$ cat config.mk
export PLATFORM = sky130hd
export DESIGN_NAME = logic_unit_arbiter
export DESIGN_NICKNAME = d
export VERILOG_FILES = /design/src/rtl/logic_unit_arbiter_pkg.sv /design/src/rtl/logic_unit_arbiter_logic_unit.sv /design/src/rtl/logic_unit_arbiter.sv
export SDC_FILE = /design/constraint.sdc
export NUM_CORES = 1
export LEC_CHECK = 0
export CORE_ASPECT_RATIO = 1.1
export CORE_MARGIN = 2
export CORE_UTILIZATION = 49
export CTS_CLUSTER_DIAMETER = 60
export CTS_CLUSTER_SIZE = 14
export DETAILED_ROUTE_END_ITERATION = 16
export PLACE_DENSITY = 0.86
export SLEW_MARGIN = 0
export SYNTH_ARGS = -nofsm -noshare
export SYNTH_HDL_FRONTEND = slang
export SYNTH_HIERARCHICAL = 1
export SYNTH_SLANG_ARGS = --single-unit
export TNS_END_PERCENT = 20
$ cat constraint.sdc
create_clock -name clk -period 7.17 [get_ports clk]
set_input_delay 2.151 -clock clk [delete_from_list [all_inputs] [get_ports clk]]
set_output_delay 2.151 -clock clk [all_outputs]
set_load 0.03 [all_outputs]
$ cat src/rtl/logic_unit_arbiter_pkg.sv
// -----------------------------------------------------------------------------
// logic_unit_arbiter_pkg
// Shared definitions for the logic-unit arbiter: opcode encodings understood
// by the shared bitwise logic unit, and the arbiter FSM state encoding.
// -----------------------------------------------------------------------------
package logic_unit_arbiter_pkg;

  localparam logic [1:0] OP_AND = 2'b00;
  localparam logic [1:0] OP_OR  = 2'b01;
  localparam logic [1:0] OP_XOR = 2'b10;
  localparam logic [1:0] OP_NOR = 2'b11;

  typedef enum logic [1:0] {
    ST_IDLE = 2'b00,  // waiting for a request, grant search active
    ST_EXEC = 2'b01,  // shared logic unit evaluates the captured operands
    ST_RESP = 2'b10   // result presented until the downstream accepts it
  } state_e;

endpackage

$ cat src/rtl/logic_unit_arbiter_logic_unit.sv
// -----------------------------------------------------------------------------
// logic_unit
// Purely combinational bitwise two-input unit shared by all requesters.
// Ports:
//   op_i  opcode (AND/OR/XOR/NOR, encodings from logic_unit_arbiter_pkg)
//   a_i   operand A, WIDTH bits
//   b_i   operand B, WIDTH bits
//   y_o   bitwise result, WIDTH bits, no carry between bit positions
// -----------------------------------------------------------------------------
module logic_unit
  import logic_unit_arbiter_pkg::*;
#(
  parameter int WIDTH = 8
) (
  input  logic [1:0]       op_i,
  input  logic [WIDTH-1:0] a_i,
  input  logic [WIDTH-1:0] b_i,
  output logic [WIDTH-1:0] y_o
);

  always_comb begin
    // NOTE: every combinational output gets a default before the case so no
    // path leaves it unassigned, which would otherwise infer a latch.
    y_o = '0;
    case (op_i)
      OP_AND:  y_o = a_i & b_i;
      OP_OR:   y_o = a_i | b_i;
      OP_XOR:  y_o = a_i ^ b_i;
      OP_NOR:  y_o = ~(a_i | b_i);
      default: y_o = '0;
    endcase
  end

endmodule

$ cat src/rtl/logic_unit_arbiter.sv
// -----------------------------------------------------------------------------
// logic_unit_arbiter
// Round-robin scheduler that lets NREQ requesters share one bitwise logic
// unit. A request is accepted in IDLE, evaluated in EXEC and returned in RESP,
// tagged with the requester index.
// Ports:
//   clk, rst_n              clock, asynchronous active-low reset
//   req_valid / req_ready   per-requester handshake (req_ready one-hot or 0)
//   req_op / req_a / req_b  per-requester payload, slice i per requester
//   rsp_valid / rsp_ready   response handshake
//   rsp_data / rsp_id       result and owning requester index
//   busy                    high whenever the FSM is not in IDLE
// -----------------------------------------------------------------------------
module logic_unit_arbiter
  import logic_unit_arbiter_pkg::*;
#(
  parameter int WIDTH = 8,
  parameter int NREQ  = 4,
  parameter int IDW   = 2
) (
  input  logic                  clk,
  input  logic                  rst_n,
  input  logic [NREQ-1:0]       req_valid,
  output logic [NREQ-1:0]       req_ready,
  input  logic [2*NREQ-1:0]     req_op,
  input  logic [WIDTH*NREQ-1:0] req_a,
  input  logic [WIDTH*NREQ-1:0] req_b,
  output logic                  rsp_valid,
  input  logic                  rsp_ready,
  output logic [WIDTH-1:0]      rsp_data,
  output logic [IDW-1:0]        rsp_id,
  output logic                  busy
);

  state_e           state_q, state_d;
  logic [IDW-1:0]   ptr_q,   ptr_d;
  logic [IDW-1:0]   id_q,    id_d;
  logic [1:0]       op_q,    op_d;
  logic [WIDTH-1:0] a_q,     a_d;
  logic [WIDTH-1:0] b_q,     b_d;
  logic [WIDTH-1:0] data_q,  data_d;

  logic             found;
  logic [IDW-1:0]   gnt;
  logic [WIDTH-1:0] lu_y;

  // Round-robin search: walk the request vector starting at ptr_q. NREQ is a
  // power of two, so the IDW-bit sum wraps around naturally.
  always_comb begin
    found = 1'b0;
    gnt   = ptr_q;
    for (int i = 0; i < NREQ; i++) begin
      logic [IDW-1:0] idx;
      idx = ptr_q + IDW'(i);
      if (!found && req_valid[idx]) begin
        found = 1'b1;
        gnt   = idx;
      end
    end
  end

  logic_unit #(.WIDTH(WIDTH)) u_logic_unit (
    .op_i (op_q),
    .a_i  (a_q),
    .b_i  (b_q),
    .y_o  (lu_y)
  );

  always_comb begin
    state_d   = state_q;
    ptr_d     = ptr_q;
    id_d      = id_q;
    op_d      = op_q;
    a_d       = a_q;
    b_d       = b_q;
    data_d    = data_q;
    req_ready = '0;
    case (state_q)
      ST_IDLE: begin
        // rst_n gates the grant so req_ready stays low while reset is held,
        // even though the reset state is IDLE.
        if (rst_n && found) begin
          req_ready[gnt] = 1'b1;
          op_d           = req_op[2*int'(gnt) +: 2];
          a_d            = req_a[WIDTH*int'(gnt) +: WIDTH];
          b_d            = req_b[WIDTH*int'(gnt) +: WIDTH];
          id_d           = gnt;
          ptr_d          = gnt + IDW'(1);
          state_d        = ST_EXEC;
        end
      end
      ST_EXEC: begin
        data_d  = lu_y;
        state_d = ST_RESP;
      end
      ST_RESP: begin
        if (rsp_ready) state_d = ST_IDLE;
      end
      default: state_d = ST_IDLE;
    endcase
  end

  // NOTE: state uses non-blocking assignments so every register samples the
  // pre-edge values; blocking here would create order-dependent races.
  always_ff @(posedge clk or negedge rst_n) begin
    if (!rst_n) begin
      // NOTE: the payload registers are reset too, because rsp_data and rsp_id
      // are driven straight from them and must read 0 out of reset.
      state_q <= ST_IDLE;
      ptr_q   <= '0;
      id_q    <= '0;
      op_q    <= '0;
      a_q     <= '0;
      b_q     <= '0;
      data_q  <= '0;
    end else begin
      state_q <= state_d;
      ptr_q   <= ptr_d;
      id_q    <= id_d;
      op_q    <= op_d;
      a_q     <= a_d;
      b_q     <= b_d;
      data_q  <= data_d;
    end
  end

  assign rsp_valid = (state_q == ST_RESP);
  assign rsp_data  = data_q;
  assign rsp_id    = id_q;
  assign busy      = (state_q != ST_IDLE);

endmodule

==> results of run 1 <==
==> layer usage <==
layer  routed length (um)  global-route usage  part of all wire  vias up
li1                     -                   -                 -     1100
met1                 2924              0.3036              0.45     1053
met2                 2964              0.3652              0.45       91
met3                  489             0.05831             0.075       11
met4                  144             0.08214             0.022        0
met5                    0                   0                 0        -
==> per-stage QoR <==
step                      utilization  hold slack [ps]  setup WS [ps]
after floorplan                     -            534.4           1433
after global placement         0.6743            488.9          900.5
after detailed placement       0.6743            495.0          874.6
after CTS                      0.6913            508.8          869.8
after global routing           0.6913            527.2          742.7
final                          0.6913            504.3          876.4
==> kinds of logic (layout without fill, tap and decap cells) <==
logic type	after synthesis	count (layout)	synth area share
flops	32	32	0.3012
simple gates	43	43	0.07811
compound gates	63	63	0.2358
buf+inv	58	148	0.1139
mux	43	43	0.1661
xor+xnor	9	9	0.02965
fa+ha+maj	16	16	0.07529
==> flip-flops by register name, indices dropped and copies added (netlist names) <==
| name | count |
|---|---|
| a_q | 8 |
| b_q | 8 |
| rsp_data | 8 |
| op_q | 2 |
| ptr_q | 2 |
| rsp_id | 2 |
| state_q | 2 |
==> synth_stat cells, drive strengths merged <==
library cell / count / share of area
nand2b: 2 / 0.0047
nor2: 26 / 0.037
and2: 2 / 0.0047
clkbuf: 10 / 0.015
mux2i: 34 / 0.13
ha: 16 / 0.075
a211oi: 36 / 0.17
a31oi: 18 / 0.042
nand3: 1 / 0.0019
and3: 3 / 0.0071
nor2b: 4 / 0.0094
xnor2: 1 / 0.0033
nand2: 1 / 0.0014
a21boi: 1 / 0.0028
or4: 2 / 0.0071
a21bo: 1 / 0.0061
o21ai: 3 / 0.0056
buf: 12 / 0.048
inv: 36 / 0.051
mux2: 9 / 0.038
dfrtp: 32 / 0.30
xor2: 8 / 0.026
nor3: 1 / 0.0019
and3b: 1 / 0.0033
a21oi: 2 / 0.0038
o21bai: 2 / 0.0056
==> worst paths after layout <==
path	from	end	slack (ps)	depth (start not counted)
worst max-delay path	req_valid[0]	req_ready[1]	880	6
worst min-delay path	rsp_data[2]	rsp_data[2]	500	1
worst max register to register	ptr_q[1]	b_q[2]	4990	7
worst min register to register	rsp_data[2]	rsp_data[2]	500	1
max in group asynchronous	rst_n	a_q[2]	4490	2
min in group asynchronous	rst_n	state_q[1]	2380	2
==> layout make-up <==
class                           instances  area [sq um]
Fill cell                             422          1644
Multi-Input combinational cell        174          1555
Timing Repair Buffer                  104          1006
Sequential cell                        32         800.8
Inverter                               36         135.1
Tap cell                               75         93.84
Clock buffer                            8         90.09
==> report_power, final <==
part	internal, W	switching [W]
clock	0.0000783	0.0000666
sequential	0.000271	0.0000929
combinational	0.000379	0.000411
total	0.000728	0.000570
==> results.py, run 1 <==
metrics = {
    "status": {
        "outcome": "finished clean",
    },
    "routing": {
        "avgViaCountPerCell": 5.256,
        "drc": 0,
        "wl_mm": 6.522,
        "final_antenna_net_count": 0,
        "drt_iter0_markers": 125,
        "wire_per_inst_um": 15.20,
        "firstDrtPassIters": 4,
        "num_vias": 2255,
    },
    "timing": {
        "clock.fmax_mhz": 158.9,
        "setup_viol": 0,
        "tns_ps": 0,
        "finalHoldViolCount": 0,
        "fin_worst_skew_ps": 5.055,
        "drv_slew": 0,
        "fin_crit_sh": 0.8778,
        "fin_crit_ps": 6294,
        "slew_headroom": 0.4573,
        "rsz0062_at_grt": "false",
        "worst_pin_slew_ps": 814.0,
    },
    "cts": {
        "cts.htree.levels": 2,
        "cts-root-buf": "clkbuf_8",
        "cts-buffers-inserted": 5,
        "insertion_delay_ps": 290,
        "cts.sinks": 32,
        "clock_path_buffers": 2,
        "postCtsSetupBuffers": 0,
        "hold_buffers": 0,
        "clkTransAtPathRegs_ps": 60,
        "cts_tree": "built",
        "post_cts_resized": 0,
    },
    "cells_and_area": {
        "areaGrowthSynthToFinish_pct": 38.45,
        "final_cell_mix": "90 x clkdlybuf4s50_1, 36 x inv_1, 36 x a211oi_2",
        "layout.cells.non_filler": 429,
        "nNetsFinal": 448,
        "drive_gt1_frac": 0.1893,
        "design_area_sq_mm": 0.003681,
        "diodes": 0,
        "final_common_cell": "clkdlybuf4s50_1",
    },
    "worst_setup_path": {
        "start_kind": "primary input",
        "max_stage_delay_ps": 530,
        "worstSetupEndpointType": "output pin",
        "crit_top_cell": "and3_1",
        "path_delay_family": "simple AND/OR/NAND/NOR gates",
        "critPathMaxFanout": 9,
        "worst_path_max_delay_cell": "or4_1",
        "crit_chain": "clkdlybuf4s50_1 -> or4_1 -> and3_1 -> and3_1 -> and2_1 -> buf_4",
        "path_class": "in2out",
        "critical_path_arrival_ps": 4140,
        "required_ps": 5020,
        "crit_buf_inv": 2,
    },
    "logic_synthesis": {
        "ys_seq_elements": 32,
        "syn-instance-count": 264,
        "yosys_warnings": 6,
        "syn_area_sq_mm": 0.002659,
        "syn_area_per_cell_sq_um": 10.07,
        "syn-num-nets": 359,
        "ys_seq_area_frac": 0.3012,
        "synth_cell_types": 32,
    },
    "min_path": {
        "holdCritPathClass": "reg2reg",
    },
    "power": {
        "finalPower_w": 0.001298,
        "peakVddDrop_v": 0.0001605,
        "power_density_mw_per_mm2": 352.7,
        "leakagePower_nw": 1.691,
    },
    "global_routing": {
        "grt_max_degree": 33,
        "antenna_found_initial": 0,
        "grt_first_pass_wirelength_mm": 10.41,
        "first_global_vias": 2185,
        "track_usage": 0.2301,
        "overflow": 0,
    },
    "placed_design": {
        "dpl_cell_area_sq_mm": 0.003591,
        "io_buffers": 94,
        "gp_congestion": 0.8008,
        "post-place-cells": 421,
        "dp_hpwl_mm": 5.095,
    },
    "die": {
        "die_w_um": 74.24,
        "ios": 95,
        "die_y_um": 81.26,
        "start_util": 0.4993,
        "rows": 28,
        "core_area_sq_mm": 0.005325,
        "die_area_sq_mm": 0.006032,
    },
    "flow_run": {
        "drv_cap": 0,
    },
}
Note: power is estimated with default switching activity, not from simulation.
==> run 2, diff against run 1 <==
--- a/config.mk
+++ b/config.mk
@@ -5,12 +5,13 @@
 export SDC_FILE = /design/constraint.sdc
 export NUM_CORES = 1
 export LEC_CHECK = 0
-export CORE_ASPECT_RATIO = 1.1
+export CORE_ASPECT_RATIO = 0.75
 export CORE_MARGIN = 2
 export CORE_UTILIZATION = 49
 export CTS_CLUSTER_DIAMETER = 60
 export CTS_CLUSTER_SIZE = 14
 export DETAILED_ROUTE_END_ITERATION = 16
+export GPL_TIMING_DRIVEN = 0
 export PLACE_DENSITY = 0.86
 export SLEW_MARGIN = 0
 export SYNTH_ARGS = -nofsm -noshare
==> run 2 against run 1 <==
Clock power is essentially flat. Hold slack gained 1.4 ps. Cell count grew 2.8%. Cell area grew 2.7%. Core utilization grew 2.2 points. First-iteration DRC count shrank 5.6%. Critical endpoint unchanged. Largest power group unchanged. Highest routed layer unchanged.
==> results.py, run 2 (synthesis results as in run 1) <==
metrics = {
    "status": {
        "outcome": "finished clean",
    },
    "die": {
        "core_area_sq_mm": 0.005295,
        "die_w_um": 89.06,
        "die_area_sq_mm": 0.006037,
        "ios": 95,
        "start_util": 0.5021,
        "die_y_um": 67.80,
        "rows": 23,
    },
    "placed_design": {
        "dp_hpwl_mm": 5.462,
        "gp_congestion": 0.7914,
        "io_buffers": 94,
    },
    "timing": {
        "fin_crit_sh": 0.9515,
        "tns_ps": 0,
        "slew_headroom": 0.5046,
        "finalHoldViolCount": 0,
        "fin_crit_ps": 6822,
        "setup_viol": 0,
        "rsz0062_at_grt": "false",
        "fin_worst_skew_ps": 4.704,
        "drv_slew": 0,
        "worst_pin_slew_ps": 743.1,
        "clock.fmax_mhz": 146.6,
    },
    "global_routing": {
        "first_global_vias": 2365,
        "grt_first_pass_wirelength_mm": 11.12,
        "antenna_found_initial": 0,
        "track_usage": 0.2453,
        "grt_max_degree": 34,
        "overflow": 0,
    },
    "cts": {
        "cts.htree.levels": 2,
        "cts-root-buf": "clkbuf_8",
        "insertion_delay_ps": 290,
        "postCtsSetupBuffers": 0,
        "cts.sinks": 32,
        "post_cts_resized": 0,
        "clkTransAtPathRegs_ps": 70,
        "cts-buffers-inserted": 5,
        "hold_buffers": 0,
        "clock_path_buffers": 2,
        "cts_tree": "built",
    },
    "min_path": {
        "holdCritPathClass": "reg2reg",
    },
    "routing": {
        "drt_iter0_markers": 118,
        "wire_per_inst_um": 15.76,
        "final_antenna_net_count": 0,
        "drc": 0,
        "wl_mm": 6.952,
        "num_vias": 2338,
        "firstDrtPassIters": 4,
        "avgViaCountPerCell": 5.302,
    },
    "worst_setup_path": {
        "path_delay_family": "buffers and inverters",
        "path_class": "in2out",
        "critical_path_arrival_ps": 4670,
        "critPathMaxFanout": 10,
        "worstSetupEndpointType": "output pin",
        "worst_path_max_delay_cell": "clkdlybuf4s50_1",
        "required_ps": 5020,
        "max_stage_delay_ps": 600,
        "start_kind": "primary input",
        "crit_chain": "clkdlybuf4s50_1 -> or4_1 -> and3_1 -> buf_6 -> and3_1 -> buf_4 -> and2_1 -> clkdlybuf4s50_1",
        "crit_buf_inv": 4,
    },
    "cells_and_area": {
        "nNetsFinal": 460,
        "final_common_cell": "clkdlybuf4s50_1",
        "diodes": 0,
        "drive_gt1_frac": 0.1831,
        "areaGrowthSynthToFinish_pct": 42.12,
        "fillers": 399,
        "final_cell_mix": "93 x clkdlybuf4s50_1, 36 x inv_1, 36 x a211oi_2",
    },
    "power": {
        "finalPower_w": 0.001364,
        "leakagePower_nw": 1.725,
        "power_density_mw_per_mm2": 360.9,
        "peakVddDrop_v": 0.0002271,
    },
    "flow_run": {
        "drv_cap": 0,
    },
}
==> run 2: cell types whose count changed in the layout (fill, tap and decap cells not counted), moves of 3 or more <==
cell             delta
clkbuf_1            +9
clkdlybuf4s50_1     +3
buf_4              -12
buf_2               +5
buf_12              +3
buf_6               +3
==> run 2: power by group <==
part           leakage, nW  internal [W]  switching (W)
Sequential           0.365      0.000271      0.0000695
Clock               0.0455     0.0000783      0.0000668
Combinational         1.31      0.000414       0.000464
Total                 1.73      0.000763       0.000600
==> run 2: metrics by stage <==
step / area (sq um) / hold slack (ps) / cells / utilization / setup WS, ps
2_1_floorplan: 2659 / 534.4 / 264 / - / 1433
3_3_place_gp: 3694 / 487.6 / 433 / 0.6975 / -415.0
3_5_place_dp: 3689 / 493.3 / 433 / 0.6966 / 330.5
4_1_cts: 3779 / 508.1 / 441 / 0.7136 / 327.3
5_1_grt: 3779 / 519.3 / 441 / 0.7136 / 245.6
6_report: 3779 / 505.7 / 441 / 0.7136 / 347.9
==> run 2: final timing paths <==
| path | from | end | depth (start not counted) | slack, ps |
|---|---|---|---|---|
| max | req_valid[0] | req_ready[1] | 8 | 350 |
| min | rsp_data[1] | rsp_data[1] | 1 | 510 |
| max reg2reg | ptr_q[1] | a_q[1] | 7 | 5020 |
| min reg2reg | rsp_data[1] | rsp_data[1] | 1 | 510 |
| max in group asynchronous | rst_n | b_q[3] | 1 | 4770 |
| min in group asynchronous | rst_n | rsp_data[3] | 1 | 1930 |
==> run 2: per-layer routing <==
layer,track usage,part of all wire
met1,0.2986,0.42
met5,0,0
met3,0.05134,0.060
met2,0.4468,0.50
met4,0.05597,0.015
==> run 2: area by class of cell <==
type                            count  area (sq um)  share of cell area
Multi-Input combinational cell    174          1555              0.4116
Inverter                           36         135.1             0.03576
Clock buffer                        8         90.09             0.02384
Sequential cell                    32         800.8              0.2119
Buffer                             22         167.7             0.04437
Timing Repair Buffer               94         935.9              0.2477
Tap cell                           75         93.84             0.02483
==> run 3, diff against run 2 <==
--- a/config.mk
+++ b/config.mk
@@ -7,12 +7,12 @@
 export LEC_CHECK = 0
 export CORE_ASPECT_RATIO = 0.75
 export CORE_MARGIN = 2
-export CORE_UTILIZATION = 49
+export CORE_UTILIZATION = 41
 export CTS_CLUSTER_DIAMETER = 60
 export CTS_CLUSTER_SIZE = 14
 export DETAILED_ROUTE_END_ITERATION = 16
 export GPL_TIMING_DRIVEN = 0
-export PLACE_DENSITY = 0.86
+export PLACE_DENSITY = 0.77
 export SLEW_MARGIN = 0
 export SYNTH_ARGS = -nofsm -noshare
 export SYNTH_HDL_FRONTEND = slang
==> constraint.sdc (replaced) <==
create_clock -name clk -period 6.1 [get_ports clk]
set_input_delay 1.22 -clock clk [delete_from_list [all_inputs] [get_ports clk]]
set_output_delay 1.22 -clock clk [all_outputs]
set_load 0.03 [all_outputs]
==> run 3 against run 2 <==
Sequential cell count is the same. Critical path depth unchanged. Register-to-register slack lost 1000 ps. Clock skew rose by 1.9 ps.
==> results.py, run 3 (synthesis results as in run 1) <==
metrics = {
    "status": {
        "outcome": "finished clean",
    },
    "cells_and_area": {
        "fillers": 562,
        "design_area_sq_mm": 0.003786,
        "diodes": 0,
        "nNetsFinal": 460,
        "final_cell_mix": "93 x clkdlybuf4s50_1, 36 x inv_1, 36 x a211oi_2",
        "multi_input_area_sq_mm": 0.001555,
        "final_common_cell": "clkdlybuf4s50_1",
        "area.sequential_sq_um": 800.8,
        "areaGrowthSynthToFinish_pct": 42.40,
        "drive_gt1_frac": 0.1831,
    },
    "timing": {
        "fin_crit_ps": 4953,
        "worst_pin_slew_ps": 738.5,
        "finalHoldViolCount": 0,
        "tns_ps": 0,
        "fin_worst_skew_ps": 6.644,
        "fin_crit_sh": 0.8119,
        "rsz0062_at_grt": "false",
        "slew_headroom": 0.5076,
        "clock.fmax_mhz": 201.9,
        "worst_slack_ps": 1147,
        "drv_slew": 0,
        "setup_viol": 0,
    },
    "die": {
        "start_util": 0.4229,
        "ios": 95,
        "die_area_sq_mm": 0.007152,
        "die_w_um": 96.99,
        "core_area_sq_mm": 0.006287,
        "rows": 25,
        "die_y_um": 73.74,
    },
    "placed_design": {
        "dpl_worst_slack_ps": 1123,
        "dp_hpwl_mm": 5.416,
        "dpl_cell_area_sq_mm": 0.003696,
        "io_buffers": 94,
        "gp_congestion": 0.8280,
    },
    "global_routing": {
        "track_usage": 0.2006,
        "antenna_found_initial": 0,
        "grt_max_degree": 34,
        "grt_first_pass_wirelength_mm": 11.30,
        "overflow": 0,
        "first_global_vias": 2329,
    },
    "cts": {
        "postCtsSetupBuffers": 0,
        "insertion_delay_ps": 280,
        "post_cts_resized": 0,
        "cts_tree": "built",
        "cts-root-buf": "clkbuf_8",
        "cts-buffers-inserted": 5,
        "hold_buffers": 0,
        "cts.htree.levels": 2,
        "clock_path_buffers": 2,
        "clkTransAtPathRegs_ps": 60,
        "cts.sinks": 32,
    },
    "routing": {
        "final_antenna_net_count": 0,
        "avgViaCountPerCell": 5.065,
        "wire_per_inst_um": 15.29,
        "drt_iter0_markers": 87,
        "num_vias": 2264,
        "drc": 0,
        "wl_mm": 6.833,
        "firstDrtPassIters": 4,
    },
    "power": {
        "internal_power_w": 0.0008953,
        "switchingPower_w": 0.0006991,
        "power_frac_clock": 0.108,
        "share_comb_of_total_power": 0.644,
        "leakagePower_nw": 1.725,
        "seqPwrFrac": 0.248,
        "power_density_mw_per_mm2": 421.1,
        "switching_share": 0.4384,
        "peakVddDrop_v": 0.0001999,
    },
    "worst_setup_path": {
        "rr_worst_depth": 7,
        "critical_path_arrival_ps": 3730,
        "crit_chain": "clkdlybuf4s50_1 -> or4_1 -> and3_1 -> buf_6 -> and3_1 -> buf_4 -> and2_1 -> clkdlybuf4s50_1",
        "start_kind": "primary input",
        "path_class": "in2out",
        "critPathMaxFanout": 10,
        "max_stage_delay_ps": 580,
        "worstSetupEndpointType": "output pin",
        "worst_path_max_delay_cell": "clkdlybuf4s50_1",
        "required_ps": 4880,
    },
    "flow_run": {
        "drv_cap": 0,
    },
    "min_path": {
        "hold_depth": 1,
        "holdCritPathClass": "reg2reg",
    },
}
[run 3: cell counts in the layout (fill, tap and decap cells not counted)]
No cell type changed its count.
[run 3: per-stage QoR]
step	power [W]	hold slack, ps	std cells	util
finish	0.001594	502.4	447	0.6022
floorplan	0.001122	534.4	264	-
detailed placement	0.001434	493.3	439	0.5879
global route	0.001716	529.7	447	0.6022
CTS	0.001606	508.3	447	0.6022
global placement	0.001393	489.2	439	0.5887
[run 3: cell type report]
class	count	area share
flip-flops and latches	32	0.2115
well taps	81	0.02677
repair buffers	94	0.2472
multi-input cells	174	0.4108
plain buffers	22	0.04428
clock buffers	8	0.02379
inverters	36	0.03569
[run 3: power by group through the flow]
stage               Sequential [W]  Clock (W)  Combinational (W)
global placement          0.000395          0           0.000998
finish                    0.000396   0.000172            0.00103
CTS                       0.000397   0.000174            0.00104
floorplan                 0.000447          0           0.000675
global route              0.000412   0.000184            0.00112
detailed placement        0.000400          0            0.00103
[run 3: routing by layer]
layer  part of all wire  track usage
met1               0.47       0.2585
met2               0.45       0.3410
met3              0.068      0.05043
met4              0.012      0.05321
met5                  0            0
[run 3: worst paths after layout]
kind,startpoint,to,slack (ps)
min,rsp_data[6],rsp_data[6],500
max,req_valid[0],req_ready[1],1150
max in group asynchronous,rst_n,b_q[6],4630
min reg2reg,rsp_data[6],rsp_data[6],500
max reg2reg,ptr_q[1],a_q[2],4010
min in group asynchronous,rst_n,state_q[1],1000
[run 3: critical path, delay by kind of cell]
family,cells,cell delay (ps)
simple gates,4,1140
buf+inv,4,1360
